[config.mk]
export PLATFORM = sky130hd
export DESIGN_NAME = dmem_arbiter_flat
export DESIGN_NICKNAME = d
export VERILOG_FILES = /design/src/rtl/dmem_arb_pkg.sv /design/src/rtl/dmem_arbiter_if.sv /design/src/rtl/dmem_arb_pick.sv /design/src/rtl/dmem_arbiter.sv /design/src/flat_wrapper.sv
export SDC_FILE = /design/constraint.sdc
export NUM_CORES = 1
export LEC_CHECK = 0
export BUFFER_PORTS_ARGS = -buffer_cell sky130_fd_sc_hd__clkbuf_2
export CAP_MARGIN = 10
export CORE_AREA = 2 2 95 97
export CTS_CLUSTER_DIAMETER = 150
export CTS_CLUSTER_SIZE = 40
export DETAILED_ROUTE_END_ITERATION = 6
export DIE_AREA = 0 0 97 99
export PLACE_DENSITY = 0.77
export REMOVE_ABC_BUFFERS = 1
export SLEW_MARGIN = 15
export SYNTH_ARGS = -nofsm -noshare
export SYNTH_HDL_FRONTEND = slang
export SYNTH_SLANG_ARGS = --single-unit
[constraint.sdc]
create_clock -name clk -period 4.5 [get_ports clk]
set_input_delay 0.675 -clock clk [delete_from_list [all_inputs] [get_ports clk]]
set_output_delay 0.675 -clock clk [all_outputs]
set_load 0.05 [all_outputs]
[src/rtl/dmem_arb_pkg.sv]
// dmem_arb_pkg
//   Shared definitions for the data-memory arbiter slice. It holds the FSM
//   state encoding and the port index constants.
//   Used by dmem_arbiter and dmem_arb_pick.
package dmem_arb_pkg;

    typedef enum logic [1:0] {
        ST_IDLE  = 2'd0,
        ST_ISSUE = 2'd1,
        ST_RESP  = 2'd2
    } state_t;

    localparam logic PORT_CPU = 1'b0;   // load/store stage of seq_processor
    localparam logic PORT_DBG = 1'b1;   // debug / loader port

    // Returns the one-hot grant vector for a winner index.
    function automatic logic [1:0] port_onehot(input logic port);
        return (port == PORT_DBG) ? 2'b10 : 2'b01;
    endfunction

endpackage

[src/rtl/dmem_arbiter_if.sv]
// dmem_arbiter_if
//   Bundle of every handshake and memory-side signal of dmem_arbiter.
//   Requester side : req/we/addr/wdata/wstrb in, gnt/resp/rdata out (x2 ports)
//   Memory side    : mem_en/mem_we/mem_addr/mem_wdata/mem_wstrb out, mem_rdata in
//   Status         : busy out
//   The slave modport is taken by the arbiter. The master modport is taken by
//   the surrounding system (requesters + memory).
interface dmem_arbiter_if #(
    parameter int ADDR_W = 10,
    parameter int DATA_W = 32
);
    localparam int STRB_W = DATA_W / 8;

    logic              req0,   req1;
    logic              we0,    we1;
    logic [ADDR_W-1:0] addr0,  addr1;
    logic [DATA_W-1:0] wdata0, wdata1;
    logic [STRB_W-1:0] wstrb0, wstrb1;
    logic              gnt0,   gnt1;
    logic              resp0,  resp1;
    logic [DATA_W-1:0] rdata0, rdata1;

    logic              mem_en;
    logic              mem_we;
    logic [ADDR_W-1:0] mem_addr;
    logic [DATA_W-1:0] mem_wdata;
    logic [STRB_W-1:0] mem_wstrb;
    logic [DATA_W-1:0] mem_rdata;

    logic              busy;

    modport slave (
        input  req0, req1, we0, we1, addr0, addr1,
               wdata0, wdata1, wstrb0, wstrb1, mem_rdata,
        output gnt0, gnt1, resp0, resp1, rdata0, rdata1,
               mem_en, mem_we, mem_addr, mem_wdata, mem_wstrb, busy
    );

    modport master (
        output req0, req1, we0, we1, addr0, addr1,
               wdata0, wdata1, wstrb0, wstrb1, mem_rdata,
        input  gnt0, gnt1, resp0, resp1, rdata0, rdata1,
               mem_en, mem_we, mem_addr, mem_wdata, mem_wstrb, busy
    );

endinterface

[src/rtl/dmem_arb_pick.sv]
// dmem_arb_pick
//   Combinational 2-way picker.
//   Inputs : req0, req1    - per-port request
//            last_grant    - port index of the most recent grant
//            enable        - grants are allowed in this cycle
//   Outputs: gnt[1:0]      - one-hot grant (bit n = port n)
//            winner        - index of the granted port (meaningful when |gnt)
//   Build option DMEM_ARB_RR_EN:
//     defined   - ties go to the port opposite last_grant (round-robin)
//     undefined - ties always go to port 0 (fixed priority)
module dmem_arb_pick
    import dmem_arb_pkg::*;
(
    input  logic       req0,
    input  logic       req1,
    input  logic       last_grant,
    input  logic       enable,
    output logic [1:0] gnt,
    output logic       winner
);

`ifndef DMEM_ARB_RR_EN
    // Fixed priority keeps last_grant only for interface uniformity.
    logic unused_last_grant;
    assign unused_last_grant = last_grant;
`endif

    always_comb begin
        gnt    = '0;
        winner = PORT_CPU;
        if (enable) begin
            if (req0 && req1) begin
`ifdef DMEM_ARB_RR_EN
                winner = (last_grant == PORT_CPU) ? PORT_DBG : PORT_CPU;
`else
                winner = PORT_CPU;
`endif
                gnt = port_onehot(winner);
            end else if (req0) begin
                winner = PORT_CPU;
                gnt    = port_onehot(PORT_CPU);
            end else if (req1) begin
                winner = PORT_DBG;
                gnt    = port_onehot(PORT_DBG);
            end
        end
    end

endmodule

[src/rtl/dmem_arbiter.sv]
// dmem_arbiter
//   Shares a single-port, synchronous-read data memory between the processor
//   load/store stage (port 0) and a debug/loader port (port 1). Each accepted
//   request goes IDLE/RESP -> ISSUE -> RESP and returns one resp pulse.
//   Ports:
//     clk   - system clock, rising edge
//     reset - synchronous, active-high
//     bus   - dmem_arbiter_if.slave: requester handshakes, memory strobes,
//             and busy
//   Build option DMEM_ARB_RR_EN (see dmem_arb_pick): round-robin tie break.
//   Timing: gnt in N (combinational), mem_en in N+1, resp/rdata in N+2.
module dmem_arbiter
    import dmem_arb_pkg::*;
#(
    parameter int ADDR_W = 10,
    parameter int DATA_W = 32
) (
    input  logic           clk,
    input  logic           reset,
    dmem_arbiter_if.slave  bus
);

    localparam int STRB_W = DATA_W / 8;

    state_t            state, state_nxt;
    logic              last_grant;

    // Command captured at grant time, replayed to memory in ISSUE.
    logic              cmd_port;
    logic              cmd_we;
    logic [ADDR_W-1:0] cmd_addr;
    logic [DATA_W-1:0] cmd_wdata;
    logic [STRB_W-1:0] cmd_wstrb;

    logic              grant_en;
    logic [1:0]        pick_gnt;
    logic              pick_winner;
    logic              any_gnt;
    logic              in_issue;
    logic              in_resp;

    assign in_issue = (state == ST_ISSUE);
    // A reset cycle neither grants nor responds: whatever would be accepted
    // or completed there is discarded by the reset.
    assign in_resp  = (state == ST_RESP) && !reset;
    assign grant_en = ((state == ST_IDLE) || (state == ST_RESP)) && !reset;
    assign any_gnt  = |pick_gnt;

    dmem_arb_pick u_pick (
        .req0       (bus.req0),
        .req1       (bus.req1),
        .last_grant (last_grant),
        .enable     (grant_en),
        .gnt        (pick_gnt),
        .winner     (pick_winner)
    );

    // Next-state logic
    always_comb begin
        state_nxt = state;
        unique case (state)
            ST_IDLE:  if (any_gnt) state_nxt = ST_ISSUE;
            ST_ISSUE: state_nxt = ST_RESP;
            ST_RESP:  state_nxt = any_gnt ? ST_ISSUE : ST_IDLE;
            default:  state_nxt = ST_IDLE;
        endcase
    end

    // State, arbitration history and command registers
    always_ff @(posedge clk) begin
        if (reset) begin
            state      <= ST_IDLE;
            last_grant <= PORT_DBG;
            cmd_port   <= PORT_CPU;
            cmd_we     <= 1'b0;
            cmd_addr   <= '0;
            cmd_wdata  <= '0;
            cmd_wstrb  <= '0;
        end else begin
            state <= state_nxt;
            if (any_gnt) begin
                last_grant <= pick_winner;
                cmd_port   <= pick_winner;
                if (pick_winner == PORT_DBG) begin
                    cmd_we    <= bus.we1;
                    cmd_addr  <= bus.addr1;
                    cmd_wdata <= bus.wdata1;
                    cmd_wstrb <= bus.wstrb1;
                end else begin
                    cmd_we    <= bus.we0;
                    cmd_addr  <= bus.addr0;
                    cmd_wdata <= bus.wdata0;
                    cmd_wstrb <= bus.wstrb0;
                end
            end
        end
    end

    // Outputs: memory strobes only in ISSUE, responses only in RESP
    always_comb begin
        bus.gnt0      = pick_gnt[0];
        bus.gnt1      = pick_gnt[1];
        bus.busy      = (state != ST_IDLE);

        bus.mem_en    = 1'b0;
        bus.mem_we    = 1'b0;
        bus.mem_addr  = '0;
        bus.mem_wdata = '0;
        bus.mem_wstrb = '0;
        if (in_issue) begin
            bus.mem_en    = 1'b1;
            bus.mem_we    = cmd_we;
            bus.mem_addr  = cmd_addr;
            bus.mem_wdata = cmd_wdata;
            bus.mem_wstrb = cmd_wstrb;
        end

        bus.resp0  = 1'b0;
        bus.resp1  = 1'b0;
        bus.rdata0 = '0;
        bus.rdata1 = '0;
        if (in_resp) begin
            if (cmd_port == PORT_DBG) begin
                bus.resp1 = 1'b1;
                if (!cmd_we) bus.rdata1 = bus.mem_rdata;
            end else begin
                bus.resp0 = 1'b1;
                if (!cmd_we) bus.rdata0 = bus.mem_rdata;
            end
        end
    end

endmodule

[src/flat_wrapper.sv]
// flat-port wrapper written by rule: the top's interface ports become plain ports
module dmem_arbiter_flat import dmem_arb_pkg::*;
#(
    parameter int ADDR_W = 10,
    parameter int DATA_W = 32
)
  (clk, reset, bus_req0, bus_req1, bus_we0, bus_we1, bus_addr0, bus_addr1, bus_wdata0, bus_wdata1, bus_wstrb0, bus_wstrb1, bus_mem_rdata, bus_gnt0, bus_gnt1, bus_resp0, bus_resp1, bus_rdata0, bus_rdata1, bus_mem_en, bus_mem_we, bus_mem_addr, bus_mem_wdata, bus_mem_wstrb, bus_busy);
  dmem_arbiter_if #(.ADDR_W(ADDR_W), .DATA_W(DATA_W)) bus_i ();
  input  logic clk;
  input  logic reset;
  input wire logic [$bits(bus_i.req0)-1:0] bus_req0;
  input wire logic [$bits(bus_i.req1)-1:0] bus_req1;
  input wire logic [$bits(bus_i.we0)-1:0] bus_we0;
  input wire logic [$bits(bus_i.we1)-1:0] bus_we1;
  input wire logic [$bits(bus_i.addr0)-1:0] bus_addr0;
  input wire logic [$bits(bus_i.addr1)-1:0] bus_addr1;
  input wire logic [$bits(bus_i.wdata0)-1:0] bus_wdata0;
  input wire logic [$bits(bus_i.wdata1)-1:0] bus_wdata1;
  input wire logic [$bits(bus_i.wstrb0)-1:0] bus_wstrb0;
  input wire logic [$bits(bus_i.wstrb1)-1:0] bus_wstrb1;
  input wire logic [$bits(bus_i.mem_rdata)-1:0] bus_mem_rdata;
  output wire logic [$bits(bus_i.gnt0)-1:0] bus_gnt0;
  output wire logic [$bits(bus_i.gnt1)-1:0] bus_gnt1;
  output wire logic [$bits(bus_i.resp0)-1:0] bus_resp0;
  output wire logic [$bits(bus_i.resp1)-1:0] bus_resp1;
  output wire logic [$bits(bus_i.rdata0)-1:0] bus_rdata0;
  output wire logic [$bits(bus_i.rdata1)-1:0] bus_rdata1;
  output wire logic [$bits(bus_i.mem_en)-1:0] bus_mem_en;
  output wire logic [$bits(bus_i.mem_we)-1:0] bus_mem_we;
  output wire logic [$bits(bus_i.mem_addr)-1:0] bus_mem_addr;
  output wire logic [$bits(bus_i.mem_wdata)-1:0] bus_mem_wdata;
  output wire logic [$bits(bus_i.mem_wstrb)-1:0] bus_mem_wstrb;
  output wire logic [$bits(bus_i.busy)-1:0] bus_busy;
  assign bus_i.req0 = bus_req0;
  assign bus_i.req1 = bus_req1;
  assign bus_i.we0 = bus_we0;
  assign bus_i.we1 = bus_we1;
  assign bus_i.addr0 = bus_addr0;
  assign bus_i.addr1 = bus_addr1;
  assign bus_i.wdata0 = bus_wdata0;
  assign bus_i.wdata1 = bus_wdata1;
  assign bus_i.wstrb0 = bus_wstrb0;
  assign bus_i.wstrb1 = bus_wstrb1;
  assign bus_i.mem_rdata = bus_mem_rdata;
  assign bus_gnt0 = bus_i.gnt0;
  assign bus_gnt1 = bus_i.gnt1;
  assign bus_resp0 = bus_i.resp0;
  assign bus_resp1 = bus_i.resp1;
  assign bus_rdata0 = bus_i.rdata0;
  assign bus_rdata1 = bus_i.rdata1;
  assign bus_mem_en = bus_i.mem_en;
  assign bus_mem_we = bus_i.mem_we;
  assign bus_mem_addr = bus_i.mem_addr;
  assign bus_mem_wdata = bus_i.mem_wdata;
  assign bus_mem_wstrb = bus_i.mem_wstrb;
  assign bus_busy = bus_i.busy;
  dmem_arbiter #(.ADDR_W(ADDR_W), .DATA_W(DATA_W)) u_core (.clk(clk), .reset(reset), .bus(bus_i));
endmodule
; Word-level counts from Yosys, hierarchy flattened
; Index checks and enable logic that the tools add are counted.
[word_totals]
reg_bits = 50
input_bits = 130
output_inout_bits = 117
elab_cells = 46
[classes]
n_eq_ne = 3
n_mux = 29
n_reduce_logical = 8
[op_table]
columns = operator, n
row1 = 2-to-1 mux 32 bit, 7
row2 = 2-to-1 mux 10 bit, 2
row3 = 2-to-1 mux 1 bit, 12
row4 = 2-to-1 mux 2 bit, 5
row5 = 2-to-1 mux 4 bit, 2
row6 = case mux 2 bit (3 select lines), 1
row7 = logical AND 1 bit, 3
row8 = equality test 2 x 1 -> 1 bit (second input constant), 1
row9 = equality test 2 bit (second input constant), 1
row10 = zero test 2 bit, 1
row11 = != test 2 x 1 -> 1 bit (second input constant), 1
row12 = nonzero test 2 bit, 1
row13 = OR reduction 2 bit, 1
row14 = zero test 1 bit, 1
row15 = logical OR 1 bit, 1

; Depth between registers and ports, before layout
; Gate-level depths: netlist (run 1).
[depth]
word_depth = 7
ltp_mapped = 6
mapped_depth_nobuf = 3

; Cells and area by module
; From an unflattened synthesis (run 1), not the netlist that was laid out.
[hier_totals]
cells_unflattened = 398
hier_area_um2 = 3154.3
[modules_own_cells]
columns = mod, n_inst, cells_per_inst, area_per_inst_um2, seq_area_each_um2
row1 = dmem_arbiter, 1, 395, 3130.5, 1021.0
row2 = dmem_arb_pick, 1, 3, 23.8, 0.0

; Least setup slack after synthesis (run 1)
; Ideal clock, no wire load.
[synth_timing]
kind = input-to-output
from = input port reset
to = output port bus_rdata0[22]
arrival_time_ps = 2143
t_required_ps = 3825
path_slack_ps = 1682
stages = 5
n_path_buf = 2
path_cell_list = nor2_1 buf_2 nand3b_1 clkbuf_1 nor2_1
[synth_via]
elab_chain_len = 3
[synth_rtl]
columns = item, line_no
row1 = start: declaration, flat_wrapper.sv:10  ; input logic reset;
row2 = zero test 1 bit, dmem_arbiter.sv:45  ; assign in_resp = (state == ST_RESP) && !reset;
row3 = logical AND 1 bit, dmem_arbiter.sv:45
row4 = 2-to-1 mux 32 bit, dmem_arbiter.sv:122  ; if (in_resp) begin
row5 = end: declaration, flat_wrapper.sv:26  ; output wire logic [$bits(bus_i.rdata0)-1:0] bus_rdata0;
; No other way between the ends.

; Final worst setup path (run 1)
[layout_timing]
from = input port reset
to = output port bus_rdata1[24]
[layout_via]
elab_chain_len = 3
[layout_rtl]
columns = item, line_no
row1 = zero test 1 bit, dmem_arbiter.sv:45
row2 = logical AND 1 bit, dmem_arbiter.sv:45
row3 = 2-to-1 mux 32 bit, dmem_arbiter.sv:122
row4 = end: declaration, flat_wrapper.sv:27  ; output wire logic [$bits(bus_i.rdata1)-1:0] bus_rdata1;
; No other way between the ends.

==> results.txt, run 1 <==
In the routed design, unresolved DRC markers number 0. The floorplan step set the die width to about 97 µm. In the final design database the tool counted 740 nets. The die covers 9603 µm².

The setup slack of the worst register-to-register path is about 2.3 ns. The count of endpoints failing setup in the final report is 0. The via count of the routed design is 3718. The initial antenna violation count is 0. In the synthesized netlist, the number of instances is about 400. The worst clock skew came out at about 0.0046 ns. The time the final worst path needs with I/O delays and setup is between 3 and 4 ns. The achievable frequency came out at roughly 0.31 GHz. The number of iterations in the first detailed-routing pass came out at 4.

At the end of routability-driven placement, the weighted congestion stood at 0.9829. The global-route total usage across every layer is 0.2059. The maximum buffer depth of the clock tree came out at 2. The startpoint kind of the worst setup timing path is a primary input. Max-cap violations in this run came to 0. The number of max-slew violations in the final report came out at 0. Final hold analysis gives a worst-case slack of ~0.51 ns.

The count of nets left with antenna violations once routing finished came out at 0. The required arrival time at the worst endpoint is 3.83 ns. The tightest min-delay check is of the reg2reg type. The static leakage is around 2.3 nW. After the flow finishes, the layout carries non-filler instances totaling 718. The endpoint identified for the worst register-to-register timing path is u_core.cmd_wdata[22]$_SDFFE_PP0P_. The total number of yosys warnings is 0. Of the post-synthesis cell area, the dominant cell type holds 0.3331. After clock tree synthesis, the repair step resized 0 gates. The clock slew seen by the registers of the worst setup and hold paths came out at around 0.090 ns. Post-CTS timing repair inserted 0 buffers for setup. The worst hold path begins at u_core.cmd_port$_SDFFE_PP0P_. The worst register-to-register path begins at u_core.state[0]$_SDFFE_PP0P_.

The hold-critical path endpoint is u_core.cmd_port$_SDFFE_PP0P_. The instance count along the most critical hold path is 2. The worst-case IR drop observed on VDD is 150.1 µV. The initial utilization of the core area, before any placement, comes to 0.3515.

The region available for standard cell placement spans roughly 8600 µm². The sequential share of power came out at 0.431. The delay of the slowest critical-path stage came out at ~0.45 ns. Input and output buffers added on the ports amount to between 200 and 250. TritonCTS built the clock tree. The clock network fraction of design power came out at 0.273. For this design, the sink count on the clock tree is 50.

The total CTS buffers came out at 5. Ranked by total cell area, the synthesized netlist is headed by sky130_fd_sc_hd__dfxtp_1, sky130_fd_sc_hd__a211oi_1, sky130_fd_sc_hd__and2_1, sky130_fd_sc_hd__a22oi_1, sky130_fd_sc_hd__nor2_1. The post-route fraction of the period consumed by the critical path came out at 0.7202. The distinct cell type count after synthesis came out at 19.

The sequential area share after synthesis came out at 0.3331. For this design, the CTS-stage hold fixing added 0 buffers. The HPWL after detailed placement is 7841 µm.

The register bit count reported by yosys is 50. The area of the mapped netlist is 3005 µm². The maximum fanout along the worst path is 50. The clock reaches the later pin of the worst-skew pair after approximately 0.29 ns.

The fraction of final layout cells sized beyond drive strength 1 came out at 0.4508. Of the total power, the share spent switching nets is 0.3262. CTS placed an instance of sky130_fd_sc_hd__clkbuf_8 at the clock tree root. The signal on the critical path passes through clkbuf_2 -> nor2_4 -> buf_4 -> nand3_1 -> buf_4 -> nor2_1 -> clkbuf_2. The share of total power dissipated in combinational logic is 0.296. The arrival time of the worst setup path came out at 2.57 ns. The number of placed instances, taps included is ~700. Leaving out fill and tap cells, the most frequent cells in the layout are sky130_fd_sc_hd__clkbuf_2, sky130_fd_sc_hd__nor2_1, sky130_fd_sc_hd__dfxtp_1, sky130_fd_sc_hd__and2_1. The count of H-tree levels built during CTS is 2. The detail-routed net length per standard cell is ~15 µm. The relative slew slack is 0.3942. The run finished with clean final reports. The kind of critical path is in2out. Summed over all instances, the cell type with the most area after synthesis is sky130_fd_sc_hd__dfxtp_1. The average instance area after synthesis is between 7 and 8 µm². The repair_antennas step left the layout with diodes totalling 0. Setup repair after global routing left no endpoint under its margin.

The pin slew with the least headroom to its limit came out at a little over 0.9 ns. The aggregate routed wire length came out at about 10000 µm. The count of endpoints failing hold in the final timing report is 0. The global-route congestion overflow total is 0. The via count of the first global-routing pass is 3409.

The total net switching power came out at 0.0003806 W. The sum of buffers and inverters on the critical path is 4. The total internal power is a little under 0.0008 W. The first-pass GRT wire length is between 15000 and 20000 µm. The DRC violation total after the first TritonRoute iteration came out at 115. The number of primary I/O pins is 247. The library cell used most frequently in the layout, excluding fill and tap cells, is sky130_fd_sc_hd__clkbuf_2. The top cell family by delay on the critical path is buffers and inverters. The y dimension of the die came out at a little under 100 µm.

The worst setup path is captured at an output pin. The slowest stage cell on the critical path is sky130_fd_sc_hd__buf_4. Power spread over the standard cell area amounts to 266.2 nW/µm². The post-detailed-route via-to-cell ratio came out at a little over 5. The maximum number of pins on one net before global-route repair is 51. From synthesis to final layout, the design area changed by 45.84%. The number of placement rows is 34. The worst register-to-register path has a depth of 4.
## metrics by stage
| step | utilization | setup TNS [ns] | power, W | cell area (µm²) | setup WS [ns] |
|---|---|---|---|---|---|
| 6_report | 0.5126 | 0 | 0.001167 | 4383 | 1.259 |
| 5_1_grt | 0.5126 | 0 | 0.001228 | 4383 | 1.060 |
| 4_1_cts | 0.5080 | 0 | 0.001172 | 4344 | 1.064 |
| 3_5_place_dp | 0.4949 | 0 | 0.0008546 | 4232 | 1.060 |
| 3_3_place_gp | 0.4949 | 0 | 0.0008467 | 4232 | 1.159 |
| 2_1_floorplan | - | -23.72 | 0.0007226 | 2809 | -0.3880 |
## logic make-up after synthesis
kind of cell    synth area share
flops                     0.3331
compound gates            0.3281
simple gates              0.2698
buf+inv                  0.06911
## registers in the layout, indices dropped and copies added, names as in the netlist
register / count
u_core.cmd_port: 1
u_core.cmd_wstrb: 4
u_core.state: 2
u_core.cmd_we: 1
u_core.cmd_addr: 10
u_core.cmd_wdata: 32
## cell usage after synthesis, drive strengths merged
| library cell | count |
|---|---|
| nor2 | 65 |
| dfxtp | 50 |
| and2 | 49 |
| a211oi | 47 |
| a21oi | 47 |
| a22oi | 47 |
| nand2b | 33 |
| clkbuf | 31 |
| buf | 14 |
| inv | 3 |
| nor2b | 3 |
| or2 | 2 |
| nand3 | 1 |
| nand3b | 1 |
| o21ai | 1 |
| or4b | 1 |
## power groups by stage
stage | Combinational [W] | Sequential, W | Clock, W
6_report | 0.000346 | 0.000502 | 0.000319
5_1_grt | 0.000376 | 0.000507 | 0.000345
4_1_cts | 0.000344 | 0.000502 | 0.000327
3_5_place_dp | 0.000343 | 0.000512 | 0
3_3_place_gp | 0.000337 | 0.000510 | 0
2_1_floorplan | 0.000218 | 0.000504 | 0
## area by class of cell
cell class	count	area, µm²
clock inverter	1	30.03
timing repair buffer	253	1308
sequential	50	1001
inverter	3	11.26
tap	108	135.1
multi-input combinational	297	1815
fill	843	4168
clock buffer	6	82.58
## tightest hold or removal path, cell delays in order, from the launching register on
cell and delay (ns):
sky130_fd_sc_hd__dfxtp_1 0.33, sky130_fd_sc_hd__nand2b_1 0.07, sky130_fd_sc_hd__o21ai_0 0.06
## worst max path at each step
stage	start	end	slack [ns]	depth (start not counted)
6_report	reset	bus_rdata1[24]	1.26	7
3_3_place_gp	reset	bus_rdata0[7]	1.16	5
5_1_grt	reset	bus_rdata1[24]	1.06	7
2_1_floorplan	reset	bus_rdata1[0]	-0.39	3
3_5_place_dp	reset	bus_rdata0[21]	1.06	5
4_1_cts	reset	bus_rdata0[21]	1.06	5
## metal layers
layer / GRT usage / wire (µm) / vias up
met4: 0.06176 / 212 / 0
met3: 0.04965 / 886 / 16
met2: 0.3697 / 5146 / 171
li1: - / - / 1820
met5: 0 / 0 / -
met1: 0.2436 / 4224 / 1711
(Power assumes the default switching activity.)
==> inputs of run 2 (changes only) <==
CORE_AREA = unset   (was 2 2 95 97)
CORE_MARGIN = 2   (was unset)
CORE_UTILIZATION = 36   (was unset)
DIE_AREA = unset   (was 0 0 97 99)
PLACE_DENSITY = 0.81   (was 0.77)
clock period = 2.6 ns   (was 4.5 ns; I/O delays follow)
==> run 2 against run 1 <==
Global-route usage increased by 1.4 points. Wire length rose by 3.5%. Clock-buffer cell count is 1 higher. Largest cell class unchanged. Non-clock buffer count up 5. First-iteration DRC count up 15%. Critical endpoint is now bus_gnt1.
==> results.txt, run 2 (synthesis results as in run 1) <==
The HPWL after detailed placement is 8260 µm (+5.4%). The post-route fraction of the period consumed by the critical path is 0.8835. The maximum number of pins on one net before global-route repair came out at 48 (-5.9%). The count of H-tree levels built during CTS is 2 (unchanged). The number of buffers added for setup after CTS came out at 0 (unchanged). The y dimension of the die is 95.37 µm (-3.7%). The number of max-slew violations in the final report came out at 0 (unchanged).

The signed area change from the synthesized netlist to the final layout is 60.78%. The via count of the routed design is 3781 (+1.7%). The count of endpoints failing hold in the final timing report came out at 0 (unchanged). The worst setup path is captured at an output pin.

The placeable core region came to 8134 µm² (-4.9%). The arrival time of the worst setup path is 1.91 ns (-0.66 ns). The global-route total usage across every layer is 0.2202 (+0.01436). The worst min-delay path class is in2reg. For hold timing, the worst endpoint is u_core.cmd_wdata[29]$_SDFFE_PP0P_. The worst clock skew came out at 0.01460 ns (+0.01005 ns). The DRC violation total after the first TritonRoute iteration is 132 (+15%).

The number of cells on the worst reg-to-reg path was 4 (unchanged). The footprint of the flip-flops and latches is 1001 µm² (unchanged). The total of buffers placed on input and output ports was 246 (unchanged). The aggregate routed wire length was 10830 µm (+3.5%). The post-layout utilization of the core came out at 0.5941 (+0.08148). The remaining antenna violation count after routing is 0 (unchanged). The setup slack of the worst register-to-register path came to 0.54 ns (-1.77 ns). The worst hold path begins at bus_wdata0[29].

The required arrival time at the worst endpoint came to 2.21 ns (-1.62 ns). The post-layout instance count excluding filler cells came out at 721 (+0.42%). The quantity of gates resized following cts came out at 0 (unchanged).

The number of iterations in the first detailed-routing pass came out at 4 (unchanged). The hold buffer count at CTS came out at 0 (unchanged). The maximum VDD drop came to 297.1 µV (+98%). The post-route DRC violation count came out at 0 (unchanged). The achievable frequency came out at ~0.44 GHz. The total CTS buffers is 5 (unchanged). The global-route congestion overflow total came out at 0 (unchanged). Setup repair after global routing left no endpoint under its margin. The maximum buffer depth of the clock tree was 2 (unchanged).

The via count of the first global-routing pass came out at 3376 (-0.97%). The flow ran to the end, and the final reports show no timing, DRC or antenna violations. The number of sinks driven by the clock tree came to 50 (unchanged). The placer's final routability congestion estimate is 0.7526 (-23%). The net count of the finished layout is 745 (+0.68%). The relative slew slack came out at 0.4494 (+0.05517). The maximum fanout along the worst path came out at 15 (-70%). The post-detailed-route via-to-cell ratio came to 5.244 (+1.3%).

The number of placement rows came to 33 (-2.9%). The startpoint of the worst-slack reg-to-reg timing path is u_core.state[0]$_SDFFE_PP0P_. The critical path is of the reg2out type. The first-pass GRT wire length is 15930 µm (-3.3%). The instance count along the most critical hold path is 3 (+1). The clock slew seen by the registers of the worst setup and hold paths is 0.09 ns (about the same).

The fraction of final layout cells sized beyond drive strength 1 came out at 0.4545 (+0.003726). The detail-routed net length per standard cell is 15.02 µm (+3.0%). The number of primary I/O pins was 247 (unchanged).

The clock insertion delay at the later pin of the skew report came to 0.30 ns (about the same). The number of maximum-capacitance constraint violations was 0 (unchanged). The worst register-to-register path ends at u_core.cmd_wdata[23]$_SDFFE_PP0P_. TritonCTS built the clock tree. The number of placed instances, taps included is 713 (+0.56%). The die boundary width came out at 95.37 µm (-1.7%).

The die outline area is 9095 µm² (-5.3%). The static leakage came out at 2.386 nW (+5.1%). The count of endpoints failing setup in the final report came out at 0 (unchanged). The worst setup path is launched from a register. The starting density of the core came to 0.3695 (+0.01800). The power consumption came out at 0.001949 W (+67%).

The initial antenna violation count was 0 (unchanged). Leaving out fill and tap cells, the most frequent cell in the layout is sky130_fd_sc_hd__clkbuf_2. The number of flip-flops in the largest register is 32 (unchanged). The library cells used most frequently in the layout, excluding fill and tap cells, are sky130_fd_sc_hd__clkbuf_2, sky130_fd_sc_hd__nor2_1, sky130_fd_sc_hd__dfxtp_1, sky130_fd_sc_hd__and2_1.

The largest registers in the layout are u_core.cmd_wdata x32, u_core.cmd_addr x10, u_core.cmd_wstrb x4. The total power per unit cell area came out at 403.3 nW/µm² (+51%). The total inserted antenna cells came out at 0 (unchanged). The count of fill cells added during filler insertion is 739 (-12%). CTS placed an instance of sky130_fd_sc_hd__clkbuf_8 at the clock tree root. The multi-input gate area in the final layout came to 1815 µm² (unchanged). The time the final worst path needs with I/O delays and setup came out at 2.297 ns. The largest register by flop count is u_core.cmd_wdata. The pin slew with the least headroom to its limit came to 0.8248 ns (-0.08388 ns).
## run 2: changes by cell type in the layout (fill, tap and decap cells not counted)
cell	delta
sky130_fd_sc_hd__clkinv_2	+1
sky130_fd_sc_hd__buf_4	+5
sky130_fd_sc_hd__bufinv_16	-1
sky130_fd_sc_hd__clkbuf_2	-29
sky130_fd_sc_hd__buf_16	-1
sky130_fd_sc_hd__buf_12	+31
sky130_fd_sc_hd__clkbuf_1	+1
sky130_fd_sc_hd__buf_6	-1
## run 2: per-stage QoR
step	worst slack (ns)	hold WS (ns)	instance area [µm²]	setup TNS, ns
floorplan	-1.718	0.4566	2809	-164.12
global placement	0.4681	0.4754	4741	0
detailed placement	0.3933	0.4961	4741	0
CTS	0.2943	0.4199	4832	0
global route	0.2080	0.4394	4832	0
finish	0.3028	0.4290	4832	0
## run 2: critical path, stage by stage (launching register included)
cell,delay (ns)
sky130_fd_sc_hd__dfxtp_1,0.36
sky130_fd_sc_hd__or4b_2,0.88
sky130_fd_sc_hd__inv_1,0.11
sky130_fd_sc_hd__clkbuf_2,0.27
## run 2: cell type report
type	count	share of cell area
sequential	50	0.2071
multi-input combinational	297	0.3757
clock buffer	7	0.01787
clock inverter	1	0.001036
tap	105	0.02719
inverter	3	0.002330
timing repair buffer	258	0.3687
## run 2: power by group
group | internal (W) | switching [W] | total [W] | leakage (nW)
Combinational | 0.000240 | 0.000379 | 0.000619 | 1.92
Sequential | 0.000831 | 0.0000394 | 0.000870 | 0.413
Clock | 0.000215 | 0.000245 | 0.000460 | 0.0482
## run 2: how the worst max path moves through the flow
stage | from | end | slack [ns] | cells past startpoint
finish | u_core.state[0]$_SDFFE_PP0P_ | bus_gnt1 | 0.30 | 3
floorplan | reset | bus_rdata1[0] | -1.72 | 3
CTS | u_core.state[0]$_SDFFE_PP0P_ | bus_gnt1 | 0.29 | 3
global route | u_core.state[0]$_SDFFE_PP0P_ | bus_gnt1 | 0.21 | 3
detailed placement | reset | u_core.cmd_wdata[23]$_SDFFE_PP0P_ | 0.39 | 5
global placement | reset | bus_gnt1 | 0.47 | 4
## run 2: metal layers
layer	vias to the layer above	global-route usage	wire length, µm
met5	-	0	0
met4	0	0.07976	249
met3	20	0.04743	935
met2	178	0.4096	5698
met1	1747	0.2449	3947
li1	1836	-	-
==> inputs of run 3 (changes only) <==
ABC_AREA = 1   (was unset)
CORE_UTILIZATION = 37   (was 36)
PLACE_DENSITY = 0.8   (was 0.81)
==> run 3 against run 2 <==
Global-route usage rose by 1.3 points. Wire length rose by 7.8%. Via count rose by 14%. Sequential power fell by 2%. Register-to-register slack improved by 0.40 ns. Setup slack got worse by 0.14 ns. Clock-buffer cell count fell by 2.
==> results.txt, run 3 <==
The flow ran to the end, and the final reports show no timing, DRC or antenna violations. The die outline area came out at 9833 µm² (+8.1%). The signed area change from the synthesized netlist to the final layout came out at 48.95%. In the layout the commonest cells are sky130_fd_sc_hd__clkbuf_2, sky130_fd_sc_hd__nand2_1, sky130_fd_sc_hd__inv_1, sky130_fd_sc_hd__nor2_1, sky130_fd_sc_hd__nand3_1. The count of endpoints failing hold in the final timing report came out at 0 (unchanged). The tree is rooted in a sky130_fd_sc_hd__clkbuf_8.

The area of the mapped netlist came to 3351 µm² (+11%). The gate count of the mapped netlist is 592 (+50%). The starting density of the core is 0.3824 (+0.01287). The post-layout utilization of the core is 0.5695 (-0.02453). The sequential area share after synthesis came out at 0.2987 (-0.03433). The count of H-tree levels built during CTS was 2 (unchanged). The post-synthesis cell type with the largest combined area is sky130_fd_sc_hd__dfxtp_1. The post-detailed-route via-to-cell ratio is 4.691 (-11%). The placer's final routability congestion estimate came out at 0.8734 (+16%).

Counting instances in the post-synthesis netlist gives the leading cell types as sky130_fd_sc_hd__nand2_1, sky130_fd_sc_hd__inv_1, sky130_fd_sc_hd__nor2_1, sky130_fd_sc_hd__nand3_1, sky130_fd_sc_hd__dfxtp_1. For this design, the slowest cell found on the critical path is sky130_fd_sc_hd__dfxtp_1. The post-route DRC violation count came to 0 (unchanged). The post-route fraction of the period consumed by the critical path came out at 0.9372 (+0.05365). The DRC violation total after the first TritonRoute iteration is 109 (-17%). The count of endpoints failing setup in the final report is 0 (unchanged).

The clock slew seen by the registers of the worst setup and hold paths is 0.10 ns (about the same). The net count of the finished layout came out at 936 (+26%). Yosys instantiated no cell more often than sky130_fd_sc_hd__nand2_1.

By area the synthesized netlist is led by sky130_fd_sc_hd__dfxtp_1, sky130_fd_sc_hd__nand3_1, sky130_fd_sc_hd__nand2_1, sky130_fd_sc_hd__inv_1, sky130_fd_sc_hd__nor2_1. The y dimension of the die is 99.16 µm (+4.0%). The most critical setup path has its endpoint at bus_rdata1[3].

The maximum buffer depth of the clock tree is 2 (unchanged). The first-pass GRT wire length came to 18720 µm (+18%). The total of buffers placed on input and output ports is 246 (unchanged).

The power consumption is 0.001957 W (+0.42%). Tracing the worst setup path back leads to its startpoint at u_core.state[0]$_SDFFE_PP0P_. The initial antenna violation count is 0 (unchanged). The fraction of final layout cells sized beyond drive strength 1 came to 0.3383 (-0.1163). The leading cell type in the layout, fill and taps excluded is sky130_fd_sc_hd__clkbuf_2. The global-route congestion overflow total came out at 0 (unchanged). The largest registers in the layout are u_core.cmd_wdata x32, u_core.cmd_addr x10, u_core.cmd_wstrb x4. The number of placement rows came out at 34 (+3.0%). Broken down by cell family, the worst path's largest delay share belongs to simple AND/OR/NAND/NOR gates. The worst clock skew is 0.005687 ns (-0.008914 ns). The count of fill cells added during filler insertion came to 894 (+21%). The total inserted antenna cells is 0 (unchanged). The register bit count reported by yosys came to 50 (unchanged). The maximum number of pins on one net before global-route repair came out at 50 (+4.2%).

The delay of the slowest critical-path stage was 0.37 ns (-0.51 ns). The time the final worst path needs with I/O delays and setup came out at 2.437 ns (+0.1395 ns). The number of maximum-capacitance constraint violations came out at 0 (unchanged). The remaining antenna violation count after routing came out at 0 (unchanged). The standard cell area after detailed placement came out at 4888 µm² (+3.1%).

The aggregate routed wire length came out at 11670 µm (+7.8%). The hold buffer count at CTS was 0 (unchanged). In this run the critical register-to-register path is captured at u_core.cmd_wdata[8]$_SDFFE_PP0P_. The maximum VDD drop came out at 232.3 µV (-22%). The sum of negative setup slack is 0 ns (unchanged). The setup path with the least slack is of type reg2out. The total CTS buffers was 5 (unchanged). The post-route standard cell area excluding fillers is 4991 µm² (+3.3%).

The worst setup path is captured at an output pin. The arrival time of the worst setup path is 2.05 ns (+0.14 ns). The global-route total usage across every layer is 0.2334 (+0.01318). The required arrival time at the worst endpoint is 2.21 ns (about the same). The number of max-slew violations in the final report came to 0 (unchanged). The die boundary width was 99.16 µm (+4.0%).

The min-delay analysis places its worst path in the category in2reg. The via count of the first global-routing pass is 4008 (+19%). In this run the critical register-to-register path is launched from u_core.state[0]$_SDFFE_PP0P_. The maximum fanout along the worst path came out at 27 (+12). The number of iterations in the first detailed-routing pass came to 4 (unchanged). The number of enable-type register cells in the synthesized netlist came out at 0 (unchanged). The quantity of gates resized following cts is 0 (unchanged). The number of cells on the worst reg-to-reg path came to 7 (+3). The number of flip-flops in the largest register came to 32 (unchanged). The number of sinks driven by the clock tree came out at 50 (unchanged).

The number of buffers added for setup after CTS is 0 (unchanged). The share of async-settable or async-resettable flops after synthesis is 0 (unchanged). The TritonCTS clock tree is yes.

The largest register by flop count is u_core.cmd_wdata. The HPWL after detailed placement is 8816 µm (+6.7%). The distinct cell type count after synthesis is 16 (-3). STA classifies the critical path startpoint as a register. The critical path depth is 7 (+4). The number of primary I/O pins came to 247 (unchanged). The total number of yosys warnings is 0 (unchanged). The placeable core region is 8763 µm² (+7.7%). The total power per unit cell area was 392.1 nW/µm² (-2.8%). The pin slew with the least headroom to its limit came out at 0.8374 ns (+0.01262 ns).

The average instance area after synthesis came to 5.660 µm² (-26%). The detail-routed net length per standard cell is 12.76 µm (-15%). The prevailing post-synth register cell is sky130_fd_sc_hd__dfxtp_1. The sum of buffers and inverters on the critical path is 3 (+1). Traced cell by cell, the critical path runs through nor2_8 -> inv_1 -> nor2_2 -> nand2_2 -> buf_4 -> nor3_1 -> buf_12. The achievable frequency is 0.4104 GHz (-5.7%).

The setup slack of the worst register-to-register path is 0.94 ns (+0.40 ns). The static leakage is 2.951 nW (+24%). The clock insertion delay at the later pin of the skew report is 0.30 ns (about the same). The final worst hold slack is 0.3666 ns (-0.06238 ns). The relative slew slack is 0.4409 (-0.008472). The via count of the routed design was 4292 (+14%).

The portion of synthesized cell area occupied by the leading cell type came out at 0.2987 (-0.03433).
-- run 3: cell types whose count changed after synthesis, moves of 4 or more --
cell | before | now
sky130_fd_sc_hd__nand2_1 | 0 | 125
sky130_fd_sc_hd__a22oi_2 | 8 | 0
sky130_fd_sc_hd__nor3_1 | 0 | 8
sky130_fd_sc_hd__nor2_1 | 65 | 106
sky130_fd_sc_hd__and2_1 | 49 | 0
sky130_fd_sc_hd__a211oi_1 | 47 | 0
sky130_fd_sc_hd__inv_1 | 3 | 107
sky130_fd_sc_hd__a22oi_1 | 39 | 0
sky130_fd_sc_hd__buf_6 | 2 | 6
sky130_fd_sc_hd__clkbuf_1 | 31 | 13
sky130_fd_sc_hd__nand3_1 | 1 | 94
sky130_fd_sc_hd__buf_2 | 10 | 20
sky130_fd_sc_hd__nand2b_1 | 33 | 0
sky130_fd_sc_hd__buf_4 | 0 | 7
-- run 3: final cells by class --
cell class,count,area (µm²),share of cell area
Clock buffer,5,68.82,0.01379
Clock inverter,3,18.77,0.003760
Inverter,109,412.9,0.08273
Multi-Input combinational cell,387,1697,0.3399
Sequential cell,50,1002,0.2008
Tap cell,108,135.1,0.02707
Timing Repair Buffer,253,1657,0.3319
-- run 3: metal layers --
layer  track usage  part of all wire  wire length (µm)
met1        0.2583              0.38              4435
met2        0.4397              0.51              5924
met3       0.04498             0.084               976
met4       0.08535             0.029               335
met5             0                 0                 0
-- run 3: where the power goes --
part           internal, W  switching (W)  leakage (nW)
sequential        0.000830      0.0000228         0.414
clock             0.000190       0.000265        0.0483
combinational     0.000207       0.000442          2.49
-- run 3: kinds of logic after synthesis --
family,count (synthesis),share of synthesized area
simple gates,338,0.4246
compound gates,49,0.07431
buf+inv,155,0.2024
flops,50,0.2987
-- run 3: how the worst min path moves through the flow --
stage                                             end  slack (ns)                          from  depth (start not counted)
floorplan                u_core.cmd_port$_SDFFE_PP0P_        0.46                         reset                          1
global placement         u_core.cmd_port$_SDFFE_PP0P_        0.48  u_core.cmd_port$_SDFFE_PP0P_                          2
detailed placement       u_core.cmd_port$_SDFFE_PP0P_        0.49  u_core.cmd_port$_SDFFE_PP0P_                          2
CTS                  u_core.cmd_wstrb[1]$_SDFFE_PP0P_        0.35                 bus_wstrb0[1]                          5
global route        u_core.cmd_wdata[22]$_SDFFE_PP0P_        0.37                bus_wdata0[22]                          5
finish               u_core.cmd_wstrb[1]$_SDFFE_PP0P_        0.37                 bus_wstrb0[1]                          5
-- run 3: stage by stage --
stage / std cells / setup slack [ns]
6_report: 915 / 0.1633
2_1_floorplan: 546 / -0.6990
4_1_cts: 915 / 0.09028
5_1_grt: 915 / -0.004958
3_3_place_gp: 907 / 0.2870
3_5_place_dp: 907 / 0.2513
-- run 3: worst reg2reg max path, stage by stage, from the launching register on --
cell,delay [ns]
sky130_fd_sc_hd__dfxtp_1,0.37
sky130_fd_sc_hd__nor2_8,0.22
sky130_fd_sc_hd__nand2_2,0.32
sky130_fd_sc_hd__buf_4,0.37
sky130_fd_sc_hd__nand2_1,0.10
sky130_fd_sc_hd__nand3_1,0.08
sky130_fd_sc_hd__nand2_1,0.07
sky130_fd_sc_hd__inv_1,0.04
